[src/rtl/hex_raster_pkg.sv]
// Shared types and constants for the hex rasterizer back end.
package hex_raster_pkg;

  typedef logic signed [15:0] hex_coord_t;
  typedef logic [7:0]         hex_depth_t;
  typedef logic [7:0]         hex_mat_t;

  localparam int         HEX_BATCH     = 10;
  localparam hex_depth_t HEX_PAD_DEPTH = 8'hFF;
  localparam hex_coord_t HEX_PAD_COORD = 16'sh8000;

  typedef enum logic [1:0] {
    ST_EMPTY   = 2'd0,
    ST_FILLING = 2'd1,
    ST_FLUSH   = 2'd2
  } batch_state_e;

endpackage

[src/rtl/hex_batch_stats.sv]
// Saturating batch / pad-slot counters for hex_event_batcher (HEX_BATCH_STATS_EN builds only).
module hex_batch_stats (
  input  logic        clk,
  input  logic        reset,
  input  logic        clear,
  input  logic        transfer,
  input  logic [3:0]  pad_add,
  output logic [31:0] stat_batches,
  output logic [31:0] stat_pad_slots
);

  logic [32:0] pad_sum_s;

  // Widened sum so an overflow can be detected and clamped.
  always_comb begin
    pad_sum_s = {1'b0, stat_pad_slots} + {29'd0, pad_add};
  end

  // Counter registers: clear on frame start, saturate at all-ones.
  always_ff @(posedge clk or posedge reset) begin
    if (reset) begin
      stat_batches   <= 32'd0;
      stat_pad_slots <= 32'd0;
    end else if (clear) begin
      stat_batches   <= 32'd0;
      stat_pad_slots <= 32'd0;
    end else if (transfer) begin
      if (stat_batches != 32'hFFFF_FFFF) begin
        stat_batches <= stat_batches + 32'd1;
      end
      stat_pad_slots <= pad_sum_s[32] ? 32'hFFFF_FFFF : pad_sum_s[31:0];
    end
  end

endmodule

[src/rtl/hex_event_batcher.sv]
// Packs single hex fragments into fixed-size single-material batches for the event writer.
// Define HEX_BATCH_STATS_EN to add the stat_batches / stat_pad_slots counters.
module hex_event_batcher
  import hex_raster_pkg::*;
#(
  parameter int         BATCH     = HEX_BATCH,
  parameter hex_depth_t PAD_DEPTH = HEX_PAD_DEPTH,
  parameter hex_coord_t PAD_COORD = HEX_PAD_COORD
) (
  input  logic               clk,
  input  logic               reset,
  input  logic               frame_start,
  input  logic               in_valid,
  output logic               in_ready,
  input  logic signed [15:0] in_q,
  input  logic signed [15:0] in_r,
  input  logic [7:0]         in_depth,
  input  logic [7:0]         in_material,
  input  logic               in_last,
  output logic               out_valid,
  input  logic               out_ready,
  output logic signed [15:0] out_q     [0:BATCH-1],
  output logic signed [15:0] out_r     [0:BATCH-1],
  output logic [7:0]         out_depth [0:BATCH-1],
  output logic [7:0]         out_material,
  output logic [3:0]         out_count
`ifdef HEX_BATCH_STATS_EN
  ,
  output logic [31:0]        stat_batches,
  output logic [31:0]        stat_pad_slots
`endif
);

  batch_state_e state_r, state_nxt_s;
  logic [3:0]   count_r, count_nxt_s, slot_s;
  hex_mat_t     cur_mat_r;
  hex_coord_t   fill_q_r     [BATCH];
  hex_coord_t   fill_r_r     [BATCH];
  hex_depth_t   fill_depth_r [BATCH];

  logic out_free_s, mismatch_s, accept_s, transfer_s, closes_s;

  // Handshake, transfer decision and slot addressing.
  always_comb begin
    out_free_s  = !out_valid || out_ready;
    mismatch_s  = in_valid && (state_r == ST_FILLING) && (in_material != cur_mat_r);
    in_ready    = ((state_r != ST_FLUSH) || out_free_s) && !mismatch_s && !frame_start;
    accept_s    = in_valid && in_ready;
    transfer_s  = (state_r == ST_FLUSH) && out_free_s && !frame_start;
    // A hex accepted while the batch moves out starts the next batch at slot 0.
    slot_s      = transfer_s ? 4'd0 : count_r;
    closes_s    = in_last || (slot_s == 4'(BATCH - 1));
    count_nxt_s = frame_start ? 4'd0 : (slot_s + {3'd0, accept_s});
  end

  // Next-state logic; frame_start overrides everything.
  always_comb begin
    state_nxt_s = state_r;
    if (frame_start) begin
      state_nxt_s = ST_EMPTY;
    end else begin
      case (state_r)
        ST_EMPTY: begin
          if (accept_s) begin
            state_nxt_s = closes_s ? ST_FLUSH : ST_FILLING;
          end else begin
            state_nxt_s = ST_EMPTY;
          end
        end
        ST_FILLING: begin
          if ((accept_s && closes_s) || mismatch_s) begin
            state_nxt_s = ST_FLUSH;
          end else begin
            state_nxt_s = ST_FILLING;
          end
        end
        ST_FLUSH: begin
          if (!transfer_s) begin
            state_nxt_s = ST_FLUSH;
          end else if (accept_s) begin
            state_nxt_s = closes_s ? ST_FLUSH : ST_FILLING;
          end else begin
            state_nxt_s = ST_EMPTY;
          end
        end
        default: state_nxt_s = ST_EMPTY;
      endcase
    end
  end

  // Fill buffer, slot counter, current material and state register.
  always_ff @(posedge clk or posedge reset) begin
    if (reset) begin
      state_r   <= ST_EMPTY;
      count_r   <= 4'd0;
      cur_mat_r <= 8'd0;
      for (int i = 0; i < BATCH; i++) begin
        fill_q_r[i]     <= 16'sd0;
        fill_r_r[i]     <= 16'sd0;
        fill_depth_r[i] <= 8'd0;
      end
    end else begin
      state_r <= state_nxt_s;
      count_r <= count_nxt_s;
      if (accept_s) begin
        fill_q_r[slot_s]     <= in_q;
        fill_r_r[slot_s]     <= in_r;
        fill_depth_r[slot_s] <= in_depth;
        if (slot_s == 4'd0) begin
          cur_mat_r <= in_material;
        end
      end
    end
  end

  // Output register: loaded on transfer, held under backpressure, dropped on drain.
  always_ff @(posedge clk or posedge reset) begin
    if (reset) begin
      out_valid    <= 1'b0;
      out_count    <= 4'd0;
      out_material <= 8'd0;
      for (int i = 0; i < BATCH; i++) begin
        out_q[i]     <= 16'sd0;
        out_r[i]     <= 16'sd0;
        out_depth[i] <= 8'd0;
      end
    end else if (frame_start) begin
      out_valid <= 1'b0;
    end else if (transfer_s) begin
      for (int i = 0; i < BATCH; i++) begin
        out_q[i]     <= (4'(i) < count_r) ? fill_q_r[i]     : PAD_COORD;
        out_r[i]     <= (4'(i) < count_r) ? fill_r_r[i]     : PAD_COORD;
        out_depth[i] <= (4'(i) < count_r) ? fill_depth_r[i] : PAD_DEPTH;
      end
      out_count    <= count_r;
      out_material <= cur_mat_r;
      out_valid    <= 1'b1;
    end else if (out_valid && out_ready) begin
      out_valid <= 1'b0;
    end
  end

`ifdef HEX_BATCH_STATS_EN
  hex_batch_stats u_stats (
    .clk            (clk),
    .reset          (reset),
    .clear          (frame_start),
    .transfer       (transfer_s),
    .pad_add        (4'(BATCH) - count_r),
    .stat_batches   (stat_batches),
    .stat_pad_slots (stat_pad_slots)
  );
`endif

endmodule

[config.mk]
export PLATFORM = sky130hd
export DESIGN_NAME = hex_event_batcher
export DESIGN_NICKNAME = d
export VERILOG_FILES = /design/src/rtl/hex_raster_pkg.sv /design/src/rtl/hex_batch_stats.sv /design/src/rtl/hex_event_batcher.sv
export SDC_FILE = /design/constraint.sdc
export NUM_CORES = 1
export LEC_CHECK = 0
export CORE_AREA = 2 2 244 246
export CTS_BUF_LIST = sky130_fd_sc_hd__clkbuf_4 sky130_fd_sc_hd__clkbuf_8
export DETAILED_ROUTE_END_ITERATION = 8
export DIE_AREA = 0 0 246 248
export GPL_TIMING_DRIVEN = 0
export HOLD_SLACK_MARGIN = 0.08
export PLACE_DENSITY = 0.79
export SYNTH_ARGS = -nofsm -noshare
export SYNTH_HDL_FRONTEND = slang
export SYNTH_SLANG_ARGS = --single-unit
export TNS_END_PERCENT = 100
[constraint.sdc]
create_clock -name clk -period 52.7 [get_ports clk]
set_input_delay 5.27 -clock clk [delete_from_list [all_inputs] [get_ports clk]]
set_output_delay 5.27 -clock clk [all_outputs]
set_load 0.05 [all_outputs]
==> impl_metrics.ini, run 1 <==
[critical_path]
path_cells = clkdlybuf4s50_1, xnor2_1, nand4_1, o2111ai_2, buf_6, nand2b_1, a21oi_1, clkdlybuf4s50_1
crit_arrival_ps = 7750
cp_top_family = buffers and inverters
path_buf_inv = 3
worstRegToRegCells = 10
crit_required_ps = 47430
path_common_cell = clkdlybuf4s50_1
crit_type = input pin to output port
cpMaxStageDelayCell = clkdlybuf4s50_1
worstSetupEndpointType = output port
critPathMaxStageDelay_ps = 870
crit_path_start = in_material[4]
crit_path_max_fanout = 10
start_kind = input pin
reg2reg_from = out_valid
cp.depth = 8

[timing]
finalHoldViolCount = 0
period_share = 0.2471
fin_crit_ps = 13020
max_freq_mhz = 76.78
worst_pin_slew_ps = 1144
fin_skew_ps = 39.68
slew_viol_final = 0
finalSetupTns_ps = 0
setup_slack_ps = 39680
rsz0062_at_grt = false
setup_viol = 0
slew_headroom = 0.2337
holdWs_ps = 467.1

[global_routing]
use_met3 = 0.08888
antenna_found_initial = 5
grt_util_all_layers = 0.3291
grt_max_degree = 145
grt_pass1_vias = 23500
grt-ovfl-total = 0
grt.met2_usage = 0.5273
grtUsageMet1 = 0.4241
grt_pass1_wl_um = 147400
grt_busiest_layer = met2

[power_and_ir_drop]
p_leak_nw = 19.67
peakVddDrop_mv = 0.04494
p_per_area_nw_per_um2 = 39.70
p_total_mw = 1.590

[run_status]
status = finished, final reports clean

[yosys]
synth.area.mux_share = 0.1213
synthSimpleGateAreaFrac = 0.1085
ys_top_cells_by_area = dfrtp_1 65%, mux2_2 7.6%, nand2_1 6.9%
synth_seq_area_share = 0.6493
synthArstFlopShare = 1.000
synthXorXnorAreaFrac = 0.002748
synth_area_sq_um = 31870
yosysTopAreaCell = dfrtp_1
synth_compound_area_frac = 0.08040
synth_fa_ha_area_frac = 0.0007851
synth_cell_types = 50
ys_seq_elements = 827
synth_edf_count = 0
syn-num-nets = 2600
syn_avg_cell_area_sq_um = 12.53
synth_flop_cell = dfrtp_1
synth_top_family_by_area = multiplexers
syn_inst = 2544
synth_top_area_frac = 0.6493
synth_warnings = 0

[clock_tree]
htree_levels = 4
clk_pin_slew_worst_paths_ps = 60
cts_buffer_depth = 3
clock_sinks = 827
ctsRootBufferMaster = clkbuf_8
worstSkewPairLatency_ps = 800
ctsHoldBuffers = 0
cts_buffers = 134
cts_resized = 0
postCtsSetupBuffers = 0
cts_tree = yes

[floorplanning]
row_count = 89
die_h_um = 248
design.core.area_sq_um = 58460
io_pins = 468
die_area_sq_um = 61010
initial_core_util = 0.5452
die_x_um = 246

[placement]
dp_slack_ps = 39700
dp.cells = 3750
dp_hpwl_um = 69620
port_buffers = 427
gp_congestion = 0.8837

[finish]
layout-drive-gt1-share = 0.1862
multiInputGateArea_sq_um = 10000
final-instance-count-excl-fill = 3978
layout_commonest_cell = dfrtp_1
register_area_sq_um = 20690
syn2layout_area_growth_pct = 25.63
layout_common_cells = 827 x dfrtp_1, 585 x nand2_1, 427 x clkdlybuf4s50_1
fillers = 4086
fin_nets = 3169

[route]
routed_wl_um = 99160
wl_per_cell_um = 24.93
initialDrtViolationCount = 1703
viasPerCell = 5.793
dr_total_vias = 23050
dr.pass1.iters = 5
ant_nets = 0
drc = 0

[hold_path]
hold_path.startpoint = out_q[34]
hold_path_depth = 2
hold_class = register to register

[job]
maxCapViolCount = 0
==> layer usage <==
layer	vias up	routed length, um
li1	9851	-
met1	11920	39010
met2	1029	47860
met3	247	8334
met4	0	3951
met5	-	0
==> where the power goes <==
| group | total, mW | leakage (nW) | internal [mW] | switching (mW) |
|---|---|---|---|---|
| Sequential | 0.732 | 11.0 | 0.694 | 0.0372 |
| Clock | 0.575 | 1.44 | 0.321 | 0.254 |
| Combinational | 0.283 | 7.22 | 0.0913 | 0.192 |
| Total | 1.59 | 19.7 | 1.11 | 0.483 |
==> cell type report <==
class / count / area share
plain buffers: 220 / 0.02822
clock buffers: 201 / 0.06221
repair buffers: 433 / 0.1109
inverters: 13 / 0.001406
clock inverters: 23 / 0.006312
diodes: 4 / 0.0002500
well taps: 773 / 0.02415
flip-flops and latches: 827 / 0.5168
multi-input cells: 1484 / 0.2497
==> worst register-to-register path: stages (launching register included) <==
cell and delay (ps):
dfrtp_1 360, nor2b_1 310, or3_1 160, buf_2 240
clkbuf_1 760, buf_2 440, and2_1 200, ha_1 180
nand3_1 100, xor2_1 170, a211oi_1 240
==> flip-flops by register name, summed over array words and instances, names as in the netlist <==
signal / cells
fill_q_r: 160
fill_r_r: 160
out_q: 160
out_r: 160
fill_depth_r: 80
out_depth: 80
cur_mat_r: 8
out_material: 8
count_r: 4
out_count: 4
state_r: 2
out_valid: 1
==> synth_stat cells, types with 40 or more instances <==
cell and instances:
dfrtp_1 827, nand2_1 585, mux2_2 214, nand3_1 183, a22o_1 120, clkbuf_1 89
o2bb2ai_1 80, mux2_1 68, buf_2 61, o21ai_0 53, mux2_4 46, o22a_1 40
==> path summary, 6_finish.rpt <==
check	endpoint	slack [ps]
worst min register to register	out_q[34]	470
worst min-delay path	out_q[34]	470
max in group asynchronous	fill_r_r[69]	46000
worst max register to register	count_r[3]	49470
worst max-delay path	in_ready	39680
min in group asynchronous	out_q[28]	4990
==> kinds of logic (layout without fill, tap and decap cells) <==
group,count (synthesis),after routing
compound gates,321,321
xor+xnor,10,10
fa+ha+maj,2,2
buf+inv,233,890
flops,827,827
mux,328,328
other cells,0,4
simple gates,823,823
==> per-stage QoR <==
stage	cell area, sq um	utilization
floorplan	31870	-
global placement	37110	0.6348
detailed placement	37290	0.6378
CTS	40030	0.6847
global route	40040	0.6848
finish	40040	0.6849
No activity file was read; power rests on OpenSTA's default activity.
==> run 2, diff against run 1 <==
Settings changed: CORE_AREA 2 2 244 246 to 2 2 253 255, DIE_AREA 0 0 246 248 to 0 0 255 257, PLACE_DENSITY 0.79 to 0.77.
Clock period 52.7 ns to 10.9 ns, I/O delays scaled along.
==> run 2 against run 1 <==
Effect of this change:
- wire length increased by 1.8%
- clock power increased to 4.9 times the previous value
- hold slack got worse by 8.6 ps
- combinational power increased to 4.9 times the previous value
- sequential share of layout area decreased by 0.54 points
- sequential cell count unchanged
- largest power group unchanged
- total power increased to 4.9 times the previous value
- setup slack got worse by 33000 ps
- global-route usage decreased by 1.7 points
- core utilization decreased by 4.0 points
- cell area increased by 1.0%
==> impl_metrics.ini, run 2 (same netlist as run 1, synthesis figures left out) <==
[timing]
fin_crit_ps = 4657
fin_skew_ps = 37.69
slew_headroom = 0.2366
rsz0062_at_grt = false
finalHoldViolCount = 0
max_freq_mhz = 214.7
setup_viol = 0
slew_viol_final = 0
period_share = 0.4273
finalSetupTns_ps = 0
worst_pin_slew_ps = 1145

[hold_path]
hold_path.startpoint = fill_q_r[17]
hold_class = register to register

[route]
viasPerCell = 5.671
routed_wl_um = 100900
dr_total_vias = 23090
initialDrtViolationCount = 1752
wl_per_cell_um = 24.79
ant_nets = 0
drc = 0
dr.pass1.iters = 5

[critical_path]
start_kind = input pin
crit_type = input pin to output port
reg2reg_from = out_valid
path_cells = clkdlybuf4s50_1, xnor2_1, nand4_1, o2111ai_2, buf_6, nand2b_1, a21oi_1, clkdlybuf4s50_1
crit_path_max_fanout = 10
path_buf_inv = 3
crit_arrival_ps = 3570
cp_top_family = buffers and inverters
cpMaxStageDelayCell = clkdlybuf4s50_1
crit_path_start = in_material[4]
worstSetupEndpointType = output port
critPathMaxStageDelay_ps = 870
path_common_cell = clkdlybuf4s50_1
crit_required_ps = 9810

[floorplanning]
initial_core_util = 0.5081
design.core.area_sq_um = 62740
die_x_um = 255
die_area_sq_um = 65540
die_h_um = 257
io_pins = 468
row_count = 92

[clock_tree]
cts_buffer_depth = 3
htree_levels = 4
cts_buffers = 136
clk_pin_slew_worst_paths_ps = 60
ctsRootBufferMaster = clkbuf_8
postCtsSetupBuffers = 0
ctsHoldBuffers = 0
worstSkewPairLatency_ps = 810
cts_resized = 0
clock_sinks = 827
cts_tree = yes

[global_routing]
grt_pass1_vias = 24240
grt_pass1_wl_um = 151200
antenna_found_initial = 2
grt_util_all_layers = 0.3125
grt_max_degree = 48
grt-ovfl-total = 0

[power_and_ir_drop]
p_per_area_nw_per_um2 = 191.1
peakVddDrop_mv = 0.2045
p_total_mw = 7.732
p_leak_nw = 19.85

[run_status]
status = finished, final reports clean

[finish]
syn2layout_area_growth_pct = 26.94
layout_commonest_cell = dfrtp_1
fin_nets = 3186
layout-drive-gt1-share = 0.1915
layout_common_cells = 827 x dfrtp_1, 585 x nand2_1, 427 x clkdlybuf4s50_1

[job]
maxCapViolCount = 0

[placement]
port_buffers = 427
dp_hpwl_um = 72550
gp_congestion = 0.8650
## run 2: cell count changes in the layout (fill, tap and decap cells not counted)
cell	change
inv_12	+1
bufinv_16	-3
inv_6	+5
clkbuf_8	+8
buf_12	+21
clkinvlp_4	-7
clkbuf_4	-2
inv_8	+1
clkinv_8	+3
buf_16	-6
## run 2: layout make-up
class	count	area (sq um)
timing repair buffer	448	4695
clock inverter	23	234.0
antenna	4	10.01
tap	846	1059
sequential	827	20690
inverter	13	52.55
multi-input combinational	1484	10000
buffer	220	1130
clock buffer	207	2586
fill	4600	22280
## run 2: final timing paths
check | end | slack, ps | cells past startpoint
max | in_ready | 6240 | 8
min | out_q[17] | 460 | 1
max reg2reg | count_r[3] | 7680 | 10
min reg2reg | out_q[17] | 460 | 1
max in group asynchronous | fill_r_r[27] | 8380 | 7
min in group asynchronous | out_q[30] | 730 | 2
## run 2: routing by layer
metal | vias to the layer above | track usage | part of all wire | wire (um)
li1 | 9940 | - | - | -
met1 | 11930 | 0.3930 | 0.39 | 39560
met2 | 993 | 0.4999 | 0.48 | 48720
met3 | 225 | 0.09599 | 0.088 | 8889
met4 | 0 | 0.1358 | 0.037 | 3779
met5 | - | 0 | 0 | 0
## run 2: power by group
group / internal (mW) / total (mW) / switching, mW
logic: 0.450 / 1.38 / 0.929
clock network: 1.55 / 2.82 / 1.27
registers: 3.36 / 3.53 / 0.176
## run 2: metrics by stage
stage          hold WS [ps]  utilization  setup WS, ps  cell area [sq um]  std cells
2_1_floorplan         451.0            -         -1548              31880       2544
3_3_place_gp          450.7       0.5931         -5307              37210       3817
3_5_place_dp          455.6       0.5998          6280              37630       3838
4_1_cts               456.7       0.6448          6275              40450       4068
5_1_grt               472.0       0.6448          6199              40450       4068
6_report              458.5       0.6449          6243              40460       4072
==> edit 1, RTL diff (flow settings as in run 2) <==
The 3 states of `batch_state_e` get a one-hot encoding in 3 bits.
--- a/src/rtl/hex_raster_pkg.sv
+++ b/src/rtl/hex_raster_pkg.sv
@@ -9,10 +9,10 @@
   localparam hex_depth_t HEX_PAD_DEPTH = 8'hFF;
   localparam hex_coord_t HEX_PAD_COORD = 16'sh8000;
 
-  typedef enum logic [1:0] {
-    ST_EMPTY   = 2'd0,
-    ST_FILLING = 2'd1,
-    ST_FLUSH   = 2'd2
+  typedef enum logic [2:0] {
+    ST_EMPTY   = 3'b001,
+    ST_FILLING = 3'b010,
+    ST_FLUSH   = 3'b100
   } batch_state_e;
 
 endpackage
Check against the original RTL: no difference found for any inputs over 4 cycles, from zero or initial values and one cycle with reset high; so few cycles prove little.
==> edit 1 against run 2 <==
  * First-iteration DRC count down 5.5%
  * Synthesized cell count fell by 0.31%
  * Synthesized area shrank 1.1%
  * Wire length fell by 3.2%
  * Sequential cell count increased by 1
  * Cell area fell by 0.71%
  * Maximum frequency shrank 5.6%
  * Clock skew decreased by 0.0022 ns
  * Setup slack lost 0.28 ns
  * Critical path type unchanged
  * Critical endpoint unchanged
Power is not compared: it rests on default switching activity, and its combinational part moved more than twofold at a synthesized area within 25%.
==> edit 1: results (changes against run 2) <==
- The run finished with clean final reports.
* Final worst-path cycle share: 0.453 (+0.0255)
- Register-to-Register Setup Slack: 7.07 ns (-0.61 ns)
- Overall Global Routing Usage: 0.304 (-0.00831)
- Compound-Gate Fraction of Synth Area: 0.0499 (-0.0305)
* Post-Place Setup Slack: 6.02 ns (-0.264 ns)
- Number of global-route vias before repair: 23708 (-2.2%)
* Worst hold slack across all endpoints: 0.458 ns (-0.000917 ns)
* WHS Endpoint: out_r[95]
* Worst setup skew after layout: 0.0355 ns (-0.00222 ns)
* Most frequent cells after synthesis: sky130_fd_sc_hd__dfrtp_1 (827), sky130_fd_sc_hd__nand2_1 (586), sky130_fd_sc_hd__mux2_2 (381)
- Total cell area at the placement stage: 37300 µm² (-0.90%)
- The detailed router used layers up to and including met5.
- DR WL met2: 47700 µm (-2.1%)
- The number of cell instances on the worst register-to-register path is 11 (+1).
- In the post-synthesis netlist, the biggest area contributors are sky130_fd_sc_hd__dfrtp_1 (66%), sky130_fd_sc_hd__mux2_2 (14%), sky130_fd_sc_hd__nand2_1 (7.0%).
* Unique cell type count in the Yosys netlist: 45 (-10%)
- The vias per cell is 5.55 (-2.1%).
* Xor-xnor portion of the synthesized cell area: 0.00278 (+0.0000301)
- The startpoint identified for the worst register-to-register timing path is state_r[0].
* Net count after synthesis: 2592 (-0.31%)
- Met3 routed WL: 7280 µm (-18%)
* Syn Area/Cell: 12.4 µm² (-0.77%)
* Global-route wire length before repair: 146000 µm (-3.3%)
* Hold Startpoint: fill_r_r[95]
- Average wire length per cell after detail routing: 24.0 µm (-3.1%)
- The DRC violation total after the first TritonRoute iteration came to 1655 (-5.5%).
- Post-DP HPWL: 70400 µm (-3.0%)
* Critical Path AT: 3.84 ns (+0.27 ns)
- The adder-cell share of the synthesized area was 0.000794 (+0.00000860).
- Final nets: 3179 (-0.22%)
* Number of antenna violations at the first check in global routing: 6 (+4)
* Peak per-stage delay on the critical path: 0.93 ns (+0.06 ns)
* Max Buffers Root-to-Sink: 3 (unchanged)
- Clk_lat worst skew: 0.79 ns (-0.02 ns)
- The ratio of cells with drive above 1 in the final layout is 0.219 (+0.0277).
- The iteration count of the initial detailed-routing pass is 7 (+2).
* Placer congestion estimate: 0.890 (+2.9%)
- Crit. Startpoint: in_material[7]
- The share of the yosys chip area belonging to registers is 0.657 (+0.00795).
- The count of placed standard cells including taps was 3831 (-0.18%).
- Worst Max-Slew Pin Slew: 1.16 ns (+0.0106 ns)
- Multiplexer share of the synthesized area: 0.146 (+0.0244)
- The via count came to 22591 (-2.2%).
- The routed length on met1 was 38500 µm (-2.6%).
==> edit 1: routing by layer <==
layer	track usage	vias to the layer above
met5	0	-
met1	0.381	11700
met2	0.491	879
li1	-	9781
met4	0.143	4
met3	0.0825	227
==> edit 1: area by class of cell <==
type / count / area, µm²
fill: 4610 / 22600
clock buffer: 212 / 2670
buffer: 205 / 890
inverter: 13 / 52.6
multi-input combinational: 1490 / 9880
timing repair buffer: 449 / 4690
clock inverter: 24 / 204
sequential: 828 / 20700
antenna: 2 / 5.00
tap: 846 / 1060
==> edit 1: power by group through the flow <==
stage          combinational (µW)  sequential [µW]  clock [µW]
2_1_floorplan                 261             3600           0
3_3_place_gp                  637             3440           0
3_5_place_dp                  679             3440           0
4_1_cts                       682             3390        2870
5_1_grt                       718             3410        3020
6_report                      676             3390        2840
==> edit 2, RTL diff (settings of run 2) <==
Made on the original files. `HEX_BATCH`: 10 -> 5.
--- a/src/rtl/hex_raster_pkg.sv
+++ b/src/rtl/hex_raster_pkg.sv
@@ -5,7 +5,7 @@
   typedef logic [7:0]         hex_depth_t;
   typedef logic [7:0]         hex_mat_t;
 
-  localparam int         HEX_BATCH     = 10;
+  localparam int         HEX_BATCH     = 5;
   localparam hex_depth_t HEX_PAD_DEPTH = 8'hFF;
   localparam hex_coord_t HEX_PAD_COORD = 16'sh8000;
 
Interface: changed (resized out_depth, out_q and out_r); port bits go from 468 to 268. The function was not compared with the original's and may differ.
==> edit 2 against run 2 <==
  * Cell area fell by 46%
  * Critical path type unchanged
  * Clock skew fell by 0.0089 ns
  * Combinational power fell by 45%
  * Wire length fell by 51%
  * Setup slack got worse by 0.16 ns
  * Highest routed layer is now met5
  * Power fell by 44%
  * Sequential cell count fell by 400
  * Synthesized area fell by 49%
==> edit 2: results (changes against run 2) <==
* Status: finished clean
* Switching part of the total power: 0.289 (-0.0185)
- The initial antenna violation count is 1 (-1).
- CP max FO: 9 (-1)
- The area used by multi-input combinational logic came to 5060 µm² (-49%).
- Register-to-Register Setup Slack: 7.27 ns (-0.41 ns)
- Sequential cell area fraction in the yosys report: 0.662 (+0.0125)
* Number of synthesized register bits: 427 (-48%)
- The final weighted congestion in routability-driven placement came to 0.797 (-7.9%).
* Multi-input combinational gate total: 673 (-55%)
- WHS Endpoint: out_depth[13]
- Syn Area/Cell: 13.7 µm² (+9.0%)
- The instance area after placement is 20100 µm² (-47%).
- The count of non-CTS inverters in the layout was 3 (-10).
- Unique cell type count in the Yosys netlist: 38 (-24%)
- The arrival time reported for the critical path endpoint is 3.73 ns (+0.16 ns).
- Cell count of the worst reg-to-reg path: 9 (-1)
- Clk_lat worst skew: 0.65 ns (-0.16 ns)
- Post-Place Setup Slack: 5.91 ns (-0.374 ns)
- Highest ir drop seen on vdd: 0.000100 V (-51%)
* Max-slew headroom at the worst pin: 0.123 (-0.114)
- Clock share of power: 0.384 (+0.019)
- The filler-free cell count of the finished design was 2440 (-40%).
* Average wire length per cell after detail routing: 20.2 µm (-19%)
- The number of diodes is 1 (-3).
- The sequential cell area came to 10700 µm² (-48%).
- The count of non-CTS buffers in the layout was 357 (-47%).
- R2r endpoint: count_r[1]
- The instance count of the mapped netlist came to 1182 (-54%).
- The fraction of area in clock buffers and inverters is 0.0790 (+0.00931).
* Total power after layout: 4360 µW (-44%)
- Post-DP HPWL: 35800 µm (-51%)
- Peak per-stage delay on the critical path: 0.91 ns (+0.04 ns)
* Post-Place Cells: 2306 (-40%)
- Final nets: 1593 (-50%)
* Count of fill cells added during filler insertion: 6019 (+31%)
- Leakage: 0.0102 µW (-48%)
- 1st-iter DRT viols: 641 (-63%)
- Sequential-cell power consumption: 1920 µW (-46%)
- Worst setup skew after layout: 0.0288 ns (-0.00892 ns)
* Global-route wire length before repair: 73300 µm (-52%)
- The data-path buffer share of cell area in the final layout was 0.150 (+0.00616).
- The vias per cell was 4.44 (-22%).
- Layout clock buffers: 116 (-44%)
- DR WL met2: 23400 µm (-52%)
- Overall Global Routing Usage: 0.151 (-0.161)
- The sum of met3 wire segment lengths after detailed routing came to 4020 µm (-55%).
- Uppermost routed layer: met5
* Sequential share of cell area: 0.490 (-0.0218)
- The iteration count of the initial detailed-routing pass is 4 (-1).
- The number of instances on the worst hold path was 2 (+1).
==> edit 2: worst max-delay path by stage <==
stage	from	endpoint	slack, ns	cells after the start
after floorplan	reset	count_r[0]	4.05	1
after global placement	reset	out_r[53]	1.65	2
after detailed placement	frame_start	count_r[1]	5.91	10
after CTS	in_material[5]	in_ready	6.00	6
after global routing	in_material[0]	in_ready	5.93	6
final	in_material[5]	in_ready	6.08	6
==> edit 2: layer usage <==
metal / up-vias / global-route usage
li1: 4867 / -
met5: - / 0
met1: 5567 / 0.189
met4: 2 / 0.0487
met2: 324 / 0.244
met3: 75 / 0.0522
==> edit 2: kinds of logic (layout without fill, tap and decap cells) <==
kind of cell | after synthesis | after routing | synth area share
compound gates | 155 | 155 | 0.0768
xor+xnor | 10 | 10 | 0.00543
fa+ha+maj | 2 | 2 | 0.00155
buf+inv | 82 | 493 | 0.0252
flops | 427 | 427 | 0.662
mux | 208 | 208 | 0.150
other cells | 0 | 1 | 0
simple gates | 298 | 298 | 0.0795
